==> src/rtl/load_store_initiator_pkg.sv <==
`default_nettype none
// ============================================================================
//  Module      : load_store_initiator_pkg
//  Description : Shared types and constants for the load/store initiator:
//                RMW state encoding, tracking-entry metadata, defaults.
//  Revision    : 1.0 - initial release
// ============================================================================
package load_store_initiator_pkg;

   localparam int DEF_TAG_W       = 6;
   localparam int DEF_TRACK_DEPTH = 16;

   localparam logic OP_LOAD  = 1'b1;
   localparam logic OP_STORE = 1'b0;

   typedef enum logic [1:0] {
      ST_IDLE          = 2'd0,
      ST_RMW_LOAD_WAIT = 2'd1,
      ST_RMW_STORE     = 2'd2
   } rmw_state_t;

   // Per-request tracking metadata. The tag travels alongside this struct
   // so each instance can choose its own TAG_W.
   typedef struct packed {
      logic        is_load;
      logic        bms;
      logic        sgn;
      logic        internal;
      logic [31:0] address;
   } track_meta_t;

   function automatic logic [31:0] extend_byte(input logic [7:0] b, input logic sgn);
      return {{24{sgn & b[7]}}, b};
   endfunction

endpackage
`default_nettype wire

==> src/rtl/lsu_track_fifo.sv <==
`default_nettype none
// ============================================================================
//  Module      : lsu_track_fifo
//  Description : In-order tracking FIFO for outstanding memory requests.
//                DEPTH must be a power of two (pointers wrap naturally).
//  Revision    : 1.0 - initial release
// ============================================================================
module lsu_track_fifo #(
   parameter int DEPTH = 16,
   parameter int WIDTH = 8
) (
   input  logic                     clk,
   input  logic                     reset,
   input  logic                     push,
   input  logic [WIDTH-1:0]         push_data,
   input  logic                     pop,
   output logic [WIDTH-1:0]         head_data,
   output logic                     empty,
   output logic [$clog2(DEPTH):0]   count
);
   localparam int PTR_W = $clog2(DEPTH);
   localparam int CNT_W = PTR_W + 1;

   logic [WIDTH-1:0] storage [DEPTH];
   logic [PTR_W-1:0] wr_ptr;
   logic [PTR_W-1:0] rd_ptr;
   logic             full;
   logic             do_push;
   logic             do_pop;

   assign empty     = (count == '0);
   assign full      = (count == CNT_W'(DEPTH));
   assign do_pop    = pop && !empty;
   assign do_push   = push && (!full || do_pop);
   assign head_data = storage[rd_ptr];

   // Pointer and occupancy tracking; simultaneous push and pop keep count
   always_ff @(posedge clk or negedge reset) begin
      if (!reset) begin
         wr_ptr <= '0;
         rd_ptr <= '0;
         count  <= '0;
      end else begin
         if (do_push) wr_ptr <= wr_ptr + PTR_W'(1);
         if (do_pop)  rd_ptr <= rd_ptr + PTR_W'(1);
         case ({do_push, do_pop})
            2'b10:   count <= count + CNT_W'(1);
            2'b01:   count <= count - CNT_W'(1);
            default: count <= count;
         endcase
      end
   end

   // Entry storage, no reset needed since occupancy gates every read
   always_ff @(posedge clk) begin
      if (do_push) storage[wr_ptr] <= push_data;
   end

endmodule
`default_nettype wire

==> src/rtl/load_store_initiator.sv <==
`default_nettype none
// ============================================================================
//  Module      : load_store_initiator
//  Description : Issues loads/stores to a fixed-latency, in-order memory,
//                tracks them in a FIFO and broadcasts completions. Byte
//                stores are performed as a word read-modify-write.
//  Revision    : 1.0 - initial release
// ============================================================================
module load_store_initiator
   import load_store_initiator_pkg::*;
#(
   parameter int TRACK_DEPTH = DEF_TRACK_DEPTH,
   parameter int TAG_W       = DEF_TAG_W
) (
   input  logic             clk,
   input  logic             reset,
   input  logic             req_valid,
   output logic             req_ready,
   input  logic             req_load_store,
   input  logic             req_BMS,
   input  logic             req_signed,
   input  logic [31:0]      req_address,
   input  logic [31:0]      req_store_value,
   input  logic [TAG_W-1:0] req_tag,
   output logic             mem_valid,
   output logic             mem_load_store,
   output logic             mem_BMS,
   output logic [31:0]      mem_address,
   output logic [31:0]      mem_store_value,
   input  logic             mem_valid_in,
   input  logic             mem_load_store_in,
   input  logic [31:0]      mem_address_in,
   input  logic [31:0]      mem_load_value_in,
   output logic             result_valid,
   output logic             result_is_load,
   output logic [TAG_W-1:0] result_tag,
   output logic [31:0]      result_value,
   output logic             proto_error
);
   localparam int META_W  = $bits(track_meta_t);
   localparam int ENTRY_W = TAG_W + META_W;
   localparam int CNT_W   = $clog2(TRACK_DEPTH) + 1;

   rmw_state_t         state, state_next;
   logic               accept;
   logic               issue;
   logic               issue_ls;
   logic               issue_bms;
   logic [31:0]        issue_addr;
   logic [31:0]        issue_data;
   logic [TAG_W-1:0]   push_tag;
   track_meta_t        push_meta;
   logic [ENTRY_W-1:0] head_data;
   logic [TAG_W-1:0]   head_tag;
   track_meta_t        head_meta;
   logic               fifo_empty;
   logic [CNT_W-1:0]   count;
   logic               pop;
   logic               resp_err;
   logic [31:0]        resp_value;
   logic [TAG_W-1:0]   rmw_tag;
   logic [31:0]        rmw_addr;
   logic [7:0]         rmw_byte;
   logic [31:0]        rmw_word;

   // Outputs are forced low while reset is asserted, including this one
   assign req_ready  = reset && (state == ST_IDLE) && (count < CNT_W'(TRACK_DEPTH));
   assign accept     = req_valid && req_ready;
   assign pop        = mem_valid_in && !fifo_empty;
   assign head_tag   = head_data[ENTRY_W-1 -: TAG_W];
   assign head_meta  = track_meta_t'(head_data[META_W-1:0]);
   assign resp_err   = mem_valid_in && (fifo_empty ||
                                        (mem_load_store_in != head_meta.is_load) ||
                                        (mem_address_in != head_meta.address));
   assign resp_value = !head_meta.is_load ? 32'd0 :
                       head_meta.bms ? extend_byte(mem_load_value_in[7:0], head_meta.sgn) :
                                       mem_load_value_in;

   lsu_track_fifo #(
      .DEPTH (TRACK_DEPTH),
      .WIDTH (ENTRY_W)
   ) u_track_fifo (
      .clk       (clk),
      .reset     (reset),
      .push      (issue),
      .push_data ({push_tag, push_meta}),
      .pop       (pop),
      .head_data (head_data),
      .empty     (fifo_empty),
      .count     (count)
   );

   // RMW state register
   always_ff @(posedge clk or negedge reset) begin
      if (!reset) state <= ST_IDLE;
      else        state <= state_next;
   end

   // Issue selection and next state: byte stores start with an internal word load
   always_comb begin
      state_next = state;
      issue      = 1'b0;
      issue_ls   = OP_STORE;
      issue_bms  = 1'b0;
      issue_addr = '0;
      issue_data = '0;
      push_tag   = '0;
      push_meta  = '0;
      case (state)
         ST_IDLE: begin
            if (accept) begin
               issue      = 1'b1;
               issue_addr = req_address;
               push_tag   = req_tag;
               if (req_load_store == OP_STORE && req_BMS) begin
                  issue_ls   = OP_LOAD;
                  push_meta  = '{is_load: 1'b1, bms: 1'b0, sgn: 1'b0,
                                 internal: 1'b1, address: req_address};
                  state_next = ST_RMW_LOAD_WAIT;
               end else begin
                  issue_ls   = req_load_store;
                  issue_bms  = req_BMS;
                  issue_data = req_store_value;
                  push_meta  = '{is_load: req_load_store, bms: req_BMS, sgn: req_signed,
                                 internal: 1'b0, address: req_address};
               end
            end
         end
         ST_RMW_LOAD_WAIT: begin
            if (pop && head_meta.internal) state_next = ST_RMW_STORE;
         end
         ST_RMW_STORE: begin
            issue      = 1'b1;
            issue_ls   = OP_STORE;
            issue_addr = rmw_addr;
            issue_data = rmw_word;
            push_tag   = rmw_tag;
            push_meta  = '{is_load: 1'b0, bms: 1'b0, sgn: 1'b0,
                           internal: 1'b0, address: rmw_addr};
            state_next = ST_IDLE;
         end
         default: state_next = ST_IDLE;
      endcase
   end

   // Registered memory request, one-cycle pulse per issue
   always_ff @(posedge clk or negedge reset) begin
      if (!reset) begin
         mem_valid       <= 1'b0;
         mem_load_store  <= 1'b0;
         mem_BMS         <= 1'b0;
         mem_address     <= '0;
         mem_store_value <= '0;
      end else begin
         mem_valid <= issue;
         if (issue) begin
            mem_load_store  <= issue_ls;
            mem_BMS         <= issue_bms;
            mem_address     <= issue_addr;
            mem_store_value <= issue_data;
         end
      end
   end

   // Completion broadcast and sticky protocol error
   always_ff @(posedge clk or negedge reset) begin
      if (!reset) begin
         result_valid   <= 1'b0;
         result_is_load <= 1'b0;
         result_tag     <= '0;
         result_value   <= '0;
         proto_error    <= 1'b0;
      end else begin
         result_valid <= pop && !head_meta.internal && !resp_err;
         if (pop) begin
            result_is_load <= head_meta.is_load;
            result_tag     <= head_tag;
            result_value   <= resp_value;
         end
         proto_error <= proto_error | resp_err;
      end
   end

   // Byte-store context: captured on acceptance, merged word built from the internal load
   always_ff @(posedge clk or negedge reset) begin
      if (!reset) begin
         rmw_tag  <= '0;
         rmw_addr <= '0;
         rmw_byte <= '0;
         rmw_word <= '0;
      end else begin
         if (state == ST_IDLE && accept && req_load_store == OP_STORE && req_BMS) begin
            rmw_tag  <= req_tag;
            rmw_addr <= req_address;
            rmw_byte <= req_store_value[7:0];
         end
         if (state == ST_RMW_LOAD_WAIT && pop && head_meta.internal) begin
            rmw_word <= {mem_load_value_in[31:8], rmw_byte};
         end
      end
   end

endmodule
`default_nettype wire

==> config.mk <==
export PLATFORM = sky130hd
export DESIGN_NAME = load_store_initiator
export DESIGN_NICKNAME = d
export VERILOG_FILES = /design/src/rtl/load_store_initiator_pkg.sv /design/src/rtl/lsu_track_fifo.sv /design/src/rtl/load_store_initiator.sv
export SDC_FILE = /design/constraint.sdc
export NUM_CORES = 1
export LEC_CHECK = 0
export CAP_MARGIN = 15
export CORE_AREA = 2 2 255 257
export CTS_CLUSTER_DIAMETER = 200
export DETAILED_ROUTE_END_ITERATION = 10
export DIE_AREA = 0 0 257 259
export PLACE_DENSITY = 0.75
export SLEW_MARGIN = 20
export SYNTH_ARGS = -nofsm -noshare
export SYNTH_HDL_FRONTEND = slang
export SYNTH_SLANG_ARGS = --single-unit
==> constraint.sdc <==
create_clock -name clk -period 5.6 [get_ports clk]
set_input_delay 1.68 -clock clk [delete_from_list [all_inputs] [get_ports clk]]
set_output_delay 1.68 -clock clk [all_outputs]
set_load 0.05 [all_outputs]
==> results by stage <==
Setup path:
- The signal on the critical path passes through buf_8, nor4b_2, buf_4.
- The number of cells on the worst reg-to-reg path is 8.
- The arrival time of the worst setup path is 2.55 ns.
- The cell type group with the largest total delay on the critical path is buffers and inverters.
- STA classifies the critical path startpoint as an input pin.
- The endpoint identified for the worst register-to-register timing path is proto_error.
- The type of the worst setup path is in2out.
- The flop-to-flop setup slack is 1.58 ns.
- At the worst endpoint, the required time is 3.92 ns.
- The worst setup path is captured at an output port.
- The slowest stage of the critical path belongs to the cell sky130_fd_sc_hd__nor4b_2.
- For this run, the slowest stage of the critical path takes 0.33 ns.
- Along the worst path, the maximum fanout reaches 36.
- The origin of the critical flop-to-flop path is u_track_fifo.rd_ptr[0].
- The sum of buffers and inverters on the critical path is 2.

Clock tree:
- The sink count of the clock tree is 873.
- After clock tree synthesis, the setup repair step added 0 buffers.
- The clock latency on the worst-skew pair is 0.63 ns.
- The register clock-pin slew on the reported worst setup and hold paths is 0.06 ns.
- The number of gates resized after CTS was 0.
- The clock passes through at most 3 buffers.
- The root buffer cell chosen for the clock tree is sky130_fd_sc_hd__clkbuf_16.
- The clock tree from TritonCTS is built.
- Buffers inserted during clock tree synthesis total 83.
- The total number of H-tree levels is 3.
- The number of buffers added to fix hold violations after cts is 0.

Route:
- The routed wirelength normalized by instance count is 27.3 um.
- Using the TritonRoute via totals, the vias-per-cell ratio works out to 6.25.
- The routed layout has 19800 vias.
- After detailed routing, the number of remaining DRC violations is 0.
- Once detail routing completed, the nets flagged for antenna violations numbered 0.
- After the first detailed-routing iteration, the DRC count stood at 2221.
- After detailed routing, the total wire length is 86700 um.
- The number of optimization iterations in the first detailed-route pass is 9.

STA:
- The actual transition at the worst max-transition pin is 1.07 ns.
- The number of failing hold endpoints at the final stage was 0.
- The share of the cycle needed by the critical path after routing is 0.756.
- The final-report setup violation count is 0.
- The maximum achievable frequency is 236 MHz.
- The number of max-slew violations in the final report is 0.
- Across all setup checks in the final design, the least slack found is 1.37 ns.
- The final clock skew is 0.0203 ns.
- Setup repair after global routing left no endpoint under its margin.
- The final period demand of the worst path is 4.23 ns.
- Setup total negative slack on the finished layout was measured at 0 ns.
- Measured against its own limit, the worst slew margin works out to 0.286.

Power and ir drop:
- The switching portion of total power is 0.345.
- The post-layout total power is 21900 uW.
- The relative contribution of sequential cells to total power is 0.401.
- IR analysis of the VDD net gives a maximum drop of 410 uV.
- The portion of total power attributed to combinational logic is 0.337.
- The leakage power of the design is 0.0153 uW.
- Of the total power, the clock network draws 0.262.
- Cell internal power was estimated by the tool at 14400 uW.
- The power dissipated by switching net loads is 7570 uW.
- The total power density per cell area is 530 mW/mm^2.

Global routing:
- The initial antenna violation count is 4.
- For this run, the total global-route usage over all layers was measured as 0.262.
- The sum of overflow across all layers after global routing is 0.
- Entering global routing, the biggest net connects 168 pins.
- The via count of the first global-routing pass is 20100.
- The first global-routing pass estimated 129000 um of wire.

Hold path:
- For hold timing, the worst endpoint is rmw_byte[7].
- The hold path startpoint is rmw_byte[7].
- The worst hold path passes through 2 cells.
- The worst hold-check path type is reg2reg.

Floorplan:
- The area of the die is 0.0666 sq mm.
- For this configuration, the core starts out at a cell density of 0.546.
- The width of the chip is 257 um.
- The core region area is 0.0639 sq mm.
- The number of top-level pins is 251.
- The floorplan step set the die height to 259 um.
- The floorplan has 93 rows.

Logic synthesis:
- Of the post-synthesis cell area, the dominant cell type holds 0.578.
- The dominant cell type by area after synthesis is sky130_fd_sc_hd__edfxtp_1.
- In this run the cell area of the synthesized design comes to 0.0349 sq mm.
- The flip-flop and latch count after synthesis is 873.
- The share of synthesized cell area in full adder, half adder and majority cells is 0.00251.
- Counting instances in the post-synthesis netlist gives the leading cell types as sky130_fd_sc_hd__edfxtp_1, sky130_fd_sc_hd__nand2_1, sky130_fd_sc_hd__dfrtp_1.
- The count of distinct cell types in the synthesized netlist is 67.
- Measured against the total synthesized area, the mux share comes to 0.143.
- Synthesis produced 1974 cells.
- The largest family of logic cells by synthesized area is multiplexers.
- Of the total synthesized cell area, the portion taken by XOR and XNOR cells is 0.0146.
- The Yosys warning count is 0.
- The proportion of synthesized chip area in sequential cells is 0.723.
- Among all cell types in the netlist, the one instantiated most often is sky130_fd_sc_hd__edfxtp_1.
- The dominant register cell in the synthesized netlist is sky130_fd_sc_hd__edfxtp_1.
- The synthesized area per cell is 17.7 sq um.
- The basic-gate share of the synthesized area counting and, or, nand and nor cells is 0.0490.
- The synthesized design contains 672 enable-type register cells.
- The net count of the mapped netlist is 2123.
- The proportion of synthesized flip-flops having asynchronous set or reset is 0.230.
- By area the synthesized netlist is led by sky130_fd_sc_hd__edfxtp_1, sky130_fd_sc_hd__dfrtp_1, sky130_fd_sc_hd__mux4_2.
- The post-synthesis compound-gate area fraction is 0.0457.

Placement:
- The routability congestion estimate is 0.857.
- Summed over all nets, the half-perimeter wirelength after detailed placement is 51500 um.
- At the placement stage, the worst setup path has a slack of 0.831 ns.
- The count of buffers from port buffering is 250.

Finish:
- The growth of design area from synthesis to finish is 18.6%.
- Once layout is complete, the utilization of the core stands at 0.648.
- The number of fill cells in the layout is 4212.
- The layout net count is 2398.
- The number of antenna diodes in the final layout is 0.
- The total area of sequential cells is 0.0252 sq mm.
- The multi-input gate area in the final layout is 0.00907 sq mm.
- Of the cells placed in the final design, the portion with a size suffix greater than 1 is 0.168.

Flow run:
- Max-cap violations in this run came to 0.

Outcome:
- The run finished with clean final reports.
logic make-up (layout without fill, tap and decap cells):
family                   Yosys count  count (layout)
flip-flops                       873             873
multiplexers                     288             288
XOR/XNOR                          58              58
adder cells (fa/ha/maj)            7               7
AO/OA/AOI/OAI                    206             206
buffers and inverters            155             496
AND/OR/NAND/NOR                  387             387
tightest hold or removal path: stages (launching register included):
cell	delay (ns)
sky130_fd_sc_hd__dfrtp_1	0.34
sky130_fd_sc_hd__nand2_1	0.05
sky130_fd_sc_hd__nand2_1	0.05
metal layers:
layer / part of all wire / track usage / up-vias
li1: - / - / 8279
met1: 0.39 / 0.363 / 10300
met2: 0.49 / 0.418 / 1092
met3: 0.097 / 0.0593 / 146
met4: 0.023 / 0.0837 / 6
met5: 0.00040 / 0 / -
state kept, by name, indices dropped and copies added (netlist names):
register / count
mem_store_value: 32
mem_address: 32
result_value: 32
result_valid: 1
u_track_fifo.rd_ptr: 4
rmw_word: 32
rmw_byte: 8
mem_load_store: 1
state: 2
u_track_fifo.wr_ptr: 4
rmw_tag: 6
result_is_load: 1
mem_BMS: 1
proto_error: 1
u_track_fifo.storage: 672
result_tag: 6
mem_valid: 1
u_track_fifo.count: 5
rmw_addr: 32
cells in the final DEF (no fill, tap or decap), types with 22 or more instances in the layout:
master,count
sky130_fd_sc_hd__a21o_1,36
sky130_fd_sc_hd__clkdlybuf4s50_1,248
sky130_fd_sc_hd__xor2_1,36
sky130_fd_sc_hd__mux2i_1,92
sky130_fd_sc_hd__mux4_2,136
sky130_fd_sc_hd__a22o_1,41
sky130_fd_sc_hd__nand2_1,227
sky130_fd_sc_hd__nor2_1,52
sky130_fd_sc_hd__a222oi_1,32
sky130_fd_sc_hd__o21ai_0,38
sky130_fd_sc_hd__inv_1,44
sky130_fd_sc_hd__mux2_2,38
sky130_fd_sc_hd__edfxtp_1,672
sky130_fd_sc_hd__xnor2_1,22
sky130_fd_sc_hd__dfrtp_1,197
sky130_fd_sc_hd__mux4_1,22
sky130_fd_sc_hd__buf_4,35
sky130_fd_sc_hd__clkbuf_16,86
metrics by stage:
step | hold WS, ns | instance area (sq um) | cells
after floorplan | 0.442 | 35000 | 1974
after global placement | 0.448 | 38600 | 3019
after detailed placement | 0.458 | 38600 | 3019
after CTS | 0.474 | 41400 | 3170
after global routing | 0.485 | 41400 | 3170
final | 0.470 | 41400 | 3170
worst max path at each step:
stage / start / to / slack, ns / cells past startpoint
6_report: reset / req_ready / 1.37 / 3
5_1_grt: reset / u_track_fifo.storage[11][26] / 1.27 / 8
4_1_cts: reset / req_ready / 1.35 / 3
3_5_place_dp: reset / u_track_fifo.storage[11][1] / 0.83 / 8
3_3_place_gp: reset / u_track_fifo.storage[11][4] / 0.89 / 8
2_1_floorplan: reset / u_track_fifo.storage[7][0] / 0.16 / 7
cell type report:
| class | instances | share of cell area |
|---|---|---|
| flip-flops and latches | 873 | 0.609 |
| multi-input cells | 946 | 0.219 |
| repair buffers | 299 | 0.0739 |
| clock buffers | 103 | 0.0551 |
| well taps | 855 | 0.0258 |
| clock inverters | 48 | 0.0124 |
| inverters | 46 | 0.00417 |
power by group through the flow:
stage                     logic [uW]  registers, uW  clock network, uW
after global placement          7200           8860                  0
after detailed placement        7350           8910                  0
after CTS                       7410           8800               5800
final                           7400           8800               5740
after floorplan                 4300           9590                  0
after global routing            7810           8900               6080
Power figures use the tool's default switching activity.
